### src/rtl/branch_predict_unit.sv
// Branch prediction unit: direct-mapped BTB with saturating counters and a
// circular return-address stack.
//
// The fetch-side lookup is combinational and reads the table as it stands
// before the current edge. Resolve-side updates from decode are committed on
// the rising clock edge.
//
// Ports
//   clock, reset_n                  sole clock (rising edge), async active-low reset
//   f_valid, f_pc                   fetch lookup request and PC
//   pred_taken, pred_target         prediction for f_pc (f_pc+4 when not taken)
//   r_valid, r_pc, r_is_branch      resolve strobe, PC, branch/jump qualifier
//   r_taken, r_target               actual outcome and target
//   r_link, r_is_return             writes $ra / is JR $ra
//   r_pred_taken, r_pred_target     prediction carried down the pipe
//   mispredict                      redirect/flush request
//   ras_empty                       return-address stack holds no entries
module branch_predict_unit #(
    parameter int ENTRIES   = 16,
    parameter int CTR_BITS  = 2,
    parameter int RAS_DEPTH = 4
) (
    input  logic        clock,
    input  logic        reset_n,
    input  logic        f_valid,
    input  logic [31:0] f_pc,
    output logic        pred_taken,
    output logic [31:0] pred_target,
    input  logic        r_valid,
    input  logic [31:0] r_pc,
    input  logic        r_is_branch,
    input  logic        r_taken,
    input  logic [31:0] r_target,
    input  logic        r_link,
    input  logic        r_is_return,
    input  logic        r_pred_taken,
    input  logic [31:0] r_pred_target,
    output logic        mispredict,
    output logic        ras_empty
);

    localparam int IDX_W = $clog2(ENTRIES);
    localparam int TAG_W = 30 - IDX_W;
    localparam int PTR_W = $clog2(RAS_DEPTH);
    localparam int CNT_W = PTR_W + 1;

    localparam logic [CTR_BITS-1:0] CTR_MAX  = '1;
    // Weakly-taken: only the MSB set.
    localparam logic [CTR_BITS-1:0] CTR_INIT = CTR_MAX ^ (CTR_MAX >> 1);

    logic                btb_valid  [ENTRIES];
    logic [TAG_W-1:0]    btb_tag    [ENTRIES];
    logic [31:0]         btb_target [ENTRIES];
    logic [CTR_BITS-1:0] btb_ctr    [ENTRIES];
    logic                btb_is_ret [ENTRIES];

    logic [31:0]         ras_mem [RAS_DEPTH];
    logic [PTR_W-1:0]    ras_ptr;   // index of the current top entry
    logic [CNT_W-1:0]    ras_cnt;

    // Fetch-side lookup
    logic [IDX_W-1:0] f_idx;
    logic [TAG_W-1:0] f_tag;
    logic             f_hit;

    assign f_idx = f_pc[IDX_W+1:2];
    assign f_tag = f_pc[31:IDX_W+2];
    assign f_hit = btb_valid[f_idx] && (btb_tag[f_idx] == f_tag);

    assign ras_empty = (ras_cnt == '0);

    always_comb begin
        pred_taken  = f_valid & f_hit & (btb_ctr[f_idx][CTR_BITS-1] | btb_is_ret[f_idx]);
        pred_target = f_pc + 32'd4;
        if (pred_taken) begin
            if (btb_is_ret[f_idx] && !ras_empty)
                pred_target = ras_mem[ras_ptr];
            else
                pred_target = btb_target[f_idx];
        end
    end

    assign mispredict = r_valid & ((r_pred_taken != r_taken) |
                                   (r_taken & (r_pred_target != r_target)));

    // Resolve-side update
    logic             upd;
    logic [IDX_W-1:0] r_idx;
    logic [TAG_W-1:0] r_tag;
    logic             r_hit;
    logic             ras_push;
    logic             ras_pop;
    logic [31:0]      link_addr;

    assign upd       = r_valid & r_is_branch;
    assign r_idx     = r_pc[IDX_W+1:2];
    assign r_tag     = r_pc[31:IDX_W+2];
    assign r_hit     = btb_valid[r_idx] && (btb_tag[r_idx] == r_tag);
    assign link_addr = r_pc + 32'd4;
    assign ras_push  = upd & r_link & r_taken;
    // A pop on an empty stack is dropped here so it cannot disturb a push.
    assign ras_pop   = upd & r_is_return & (ras_cnt != '0);

    always_ff @(posedge clock or negedge reset_n) begin
        if (!reset_n) begin
            for (int i = 0; i < ENTRIES; i++) begin
                btb_valid[i]  <= 1'b0;
                btb_tag[i]    <= '0;
                btb_target[i] <= '0;
                btb_ctr[i]    <= '0;
                btb_is_ret[i] <= 1'b0;
            end
        end else if (upd) begin
            if (r_hit) begin
                if (r_taken) begin
                    btb_target[r_idx] <= r_target;
                    if (btb_ctr[r_idx] != CTR_MAX)
                        btb_ctr[r_idx] <= btb_ctr[r_idx] + 1'b1;
                end else if (btb_ctr[r_idx] != '0) begin
                    btb_ctr[r_idx] <= btb_ctr[r_idx] - 1'b1;
                end
            end else if (r_taken) begin
                btb_valid[r_idx]  <= 1'b1;
                btb_tag[r_idx]    <= r_tag;
                btb_target[r_idx] <= r_target;
                btb_ctr[r_idx]    <= CTR_INIT;
                btb_is_ret[r_idx] <= r_is_return;
            end
        end
    end

    // Circular stack: a push when full lands on the oldest slot.
    always_ff @(posedge clock or negedge reset_n) begin
        if (!reset_n) begin
            ras_ptr <= '0;
            ras_cnt <= '0;
            for (int i = 0; i < RAS_DEPTH; i++)
                ras_mem[i] <= '0;
        end else if (ras_push && ras_pop) begin
            ras_mem[ras_ptr] <= link_addr;
        end else if (ras_push) begin
            ras_mem[ras_ptr + PTR_W'(1)] <= link_addr;
            ras_ptr <= ras_ptr + PTR_W'(1);
            if (ras_cnt != CNT_W'(RAS_DEPTH))
                ras_cnt <= ras_cnt + CNT_W'(1);
        end else if (ras_pop) begin
            ras_ptr <= ras_ptr - PTR_W'(1);
            ras_cnt <= ras_cnt - CNT_W'(1);
        end
    end

endmodule

### config.mk
export PLATFORM = sky130hd
export DESIGN_NAME = branch_predict_unit
export DESIGN_NICKNAME = d
export VERILOG_FILES = /design/src/rtl/branch_predict_unit.sv
export SDC_FILE = /design/constraint.sdc
export NUM_CORES = 2
export LEC_CHECK = 0
export BUFFER_PORTS_ARGS = -buffer_cell sky130_fd_sc_hd__buf_2
export CAP_MARGIN = 30
export CORE_ASPECT_RATIO = 1.2
export CORE_MARGIN = 3
export CORE_UTILIZATION = 50
export DETAILED_ROUTE_END_ITERATION = 12
export HOLD_SLACK_MARGIN = 0.03
export PLACE_DENSITY = 0.64
export SLEW_MARGIN = 15
export SYNTH_ARGS = -nofsm -noshare
export SYNTH_HDL_FRONTEND = slang
export SYNTH_SLANG_ARGS = --single-unit
### constraint.sdc
create_clock -name clock -period 6.8 [get_ports clock]
set_input_delay 0.68 -clock clock [delete_from_list [all_inputs] [get_ports clock]]
set_output_delay 0.68 -clock clock [all_outputs]
set_load 0.02 [all_outputs]
==> qor.yml <==
synthSimpleGateAreaFrac: 0.0338
crit_slowest_cell: "mux2i_1"
crit_fanout: 52
clkLatencyLatePin_ps: 740
cts-resized-gates: 0
grt_overflow: 0
port_buffers: 171
tightest_slew_ps: 1030
synth-xor-area-share: 0.0219
multi_input_area_um2: 27900
crit_path_cell_trace: "buf_8 -> buf_12 -> mux4_2 -> nor2b_1 -> a211oi_1 -> a21oi_1 -> xor2_1 -> nor3_1 -> nand3_1 -> nand3b_1 -> buf_4 -> mux2i_1 -> buf_2"
routabilityCongestion: 0.850
drtIter0Drc: 3024
slew_viol_final: 0
fin_tns_setup_ps: 0
worst_slack_ps: 1320
yosys.area_share.adder: 0.00360
outcome: "finished, final reports clean"
timing.hold.ws_ps: 219
critPathCaptureType: "primary output"
p_sw_frac: 0.273
fin_area_um2: 63900
via_per_inst: 6.27
path_buf_inv: 4
dieArea_um2: 120000
period_needed_ps: 5480
ys_seq_area_frac: 0.488
combPwrFrac: 0.196
placedInstanceArea_um2: 59900
synth_edf_count: 0
detail_route.wl_per_cell_um: 30.0
drc_errors: 0
layout_common_cells: "1123 x dfrtp_1, 817 x mux2_2, 424 x mux4_2, 190 x mux2_4, 163 x buf_2"
post-place-ws_ps: 1170
hp-class: "input port to flip-flop"
peakVddDrop_v: 0.000216
cts.reportedPaths.clkPinSlew_ps: 60
floorplan.initialDensity: 0.508
final_common_cell: "dfrtp_1"
cts_tree: "done"
first_pass_iters: 5
p_seq_frac: 0.456
core-area_um2: 114000
fill_cells: 9087
slowest_delay_ps: 630
syn_area_um2: 57700
path_class: "input port to primary output"
cp_top_family: "buffers and inverters"
synth_top_area_share: 0.488
async_flop_share: 1.00
synthTopCellsByArea: "dfrtp_1 49%, mux4_2 17%, mux2_2 16%"
cts-root-buf: "clkbuf_16"
ys_ff_latch: 1125
synth_cell_type_count: 62
clock_skew_ps: 34.2
ant_nets: 0
cp.arrival_ps: 4800
antenna_found_initial: 9
startpoint_type: "input port"
die-height_um: 378
grt_max_degree: 174
hold_viol: 0
cts_made_buffers: 117
max-slew-margin-rel: 0.314
drt_wl_total_mm: 164
dpl.hpwl_mm: 102
dr_total_vias: 34311
fmax_mhz: 182
synth_cells: 3837
p_leak_nw: 29.0
fp.dieW_um: 316
synth.avg_cell_area_um2: 15.0
synth_top_family_by_area: "multiplexers"
p_int_w: 0.0137
ys_warn_count: 0
track_usage: 0.279
switchingPower_w: 0.00516
pin_count: 172
htreeDepth: 3
dpl.cell_count: 5247
cts_sinks: 1125
period_share: 0.806
final_cells: 5470
drive_gt1_frac: 0.490
rows: 135
power_frac_clock: 0.348
setup_violations: 0
maxCapViolCount: 0
nets: 4016
area_delta_synth_final_pct: 10.8
syn-num-nets: 3990
grt_pass1_wl_mm: 245
muxShareOfSynthArea: 0.400
cts.path.max_buffers: 3
synth_largest_area_cell: "dfrtp_1"
grt_pass1_vias: 35747
p_per_area_nw_per_um2: 295
synthFlopType: "dfrtp_1"
seq_area_um2: 28200
synth_compound_area_frac: 0.0219
rsz0062_at_grt: "false"
required_ps: 6120
[per-layer routing]
| metal | up-vias | global-route usage | part of all wire |
|---|---|---|---|
| met4 | 4 | 0.0891 | 0.030 |
| met2 | 1069 | 0.447 | 0.48 |
| met1 | 18655 | 0.394 | 0.43 |
| met3 | 255 | 0.0435 | 0.061 |
| li1 | 14328 | - | - |
| met5 | - | 0 | 0.00015 |
[path summary, 6_finish.rpt]
path                                     startpoint                       end  slack (ps)  cells past startpoint
setup / recovery                            f_pc[2]           pred_target[12]        1320                     13
hold / removal                              r_pc[0]   ras_mem[32]$_DFFE_PN0P_         220                      2
setup reg to reg           btb_tag[214]$_DFFE_PN0P_   btb_tag[20]$_DFFE_PN0P_        2220                     12
hold reg to reg            btb_valid[7]$_DFFE_PN0P_  btb_valid[7]$_DFFE_PN0P_         480                      1
max in group asynchronous                   reset_n  btb_tag[224]$_DFFE_PN0P_        4710                      4
min in group asynchronous                   reset_n  btb_tag[237]$_DFFE_PN0P_         570                      2
[power by group through the flow]
stage | combinational (W) | clock, W | sequential (W)
floorplan | 0.00278 | 0 | 0.00842
global placement | 0.00360 | 0 | 0.00869
detailed placement | 0.00366 | 0 | 0.00874
CTS | 0.00368 | 0.00669 | 0.00862
global route | 0.00399 | 0.00698 | 0.00876
finish | 0.00370 | 0.00658 | 0.00861
[stage by stage]
step,total power (W),utilization
after global placement,0.0123,0.525
after floorplan,0.0112,-
final,0.0189,0.563
after detailed placement,0.0124,0.527
after CTS,0.0190,0.562
after global routing,0.0197,0.563
[cells in the mapped netlist (3+ instances only)]
library cell	count
a211oi_1	20
o22a_1	3
or2_1	10
buf_1	43
or2_2	7
nand4_1	19
mux2i_1	148
mux2_4	190
o21ai_0	11
buf_2	55
nor2_1	152
or3_1	3
o2bb2ai_1	3
mux4_2	424
clkbuf_1	220
nor2_2	5
xnor2_1	56
buf_6	26
a22oi_1	9
buf_4	14
nand3_1	32
inv_1	14
ha_1	15
and4_1	3
nor2_8	10
nand2_1	63
a21oi_1	138
dfrtp_1	1125
and2_1	5
mux2_2	817
and3_1	16
xor2_1	88
o22ai_1	13
nor4_1	9
nor3_1	17
nor2b_1	21
[worst register-to-register path, cell delays in order, from the launching register on]
cell and delay [ps]:
dfrtp_1 400, mux4_2 500, mux2i_1 230, xor2_1 330, o211ai_1 190, o22ai_1 410
buf_4 200, nor4b_4 610, and2_4 420, buf_4 350, nor3_4 70, buf_4 350
mux2_2 400
[flip-flops by register name (all words and copies together), names as in the netlist]
| name | count |
|---|---|
| ras_mem | 128 |
| ras_ptr | 2 |
| btb_is_ret | 16 |
| btb_target | 512 |
| btb_ctr | 32 |
| ras_cnt | 3 |
| btb_tag | 416 |
| btb_valid | 16 |
[layout make-up]
type	instances	area share
Clock inverter	43	0.00769
Antenna cell	3	0.000117
Timing Repair Buffer	268	0.0313
Tap cell	1507	0.0295
Clock buffer	173	0.0543
Multi-Input combinational cell	2335	0.436
Inverter	16	0.000939
Sequential cell	1125	0.440
[kinds of logic (layout without fill, tap and decap cells)]
| group | after synthesis | in the layout |
|---|---|---|
| AO/OA/AOI/OAI | 216 | 216 |
| XOR/XNOR | 144 | 144 |
| adder cells (fa/ha/maj) | 16 | 16 |
| buffers and inverters | 377 | 500 |
| flip-flops | 1125 | 1125 |
| multiplexers | 1579 | 1579 |
| other | 0 | 3 |
| AND/OR/NAND/NOR | 380 | 380 |
[timing repair]
action	4_1_cts	5_1_grt
setup buffers	0	0
endpoints found under the hold margin	77	0
hold buffers	1	0
(Power assumes the default switching activity.)
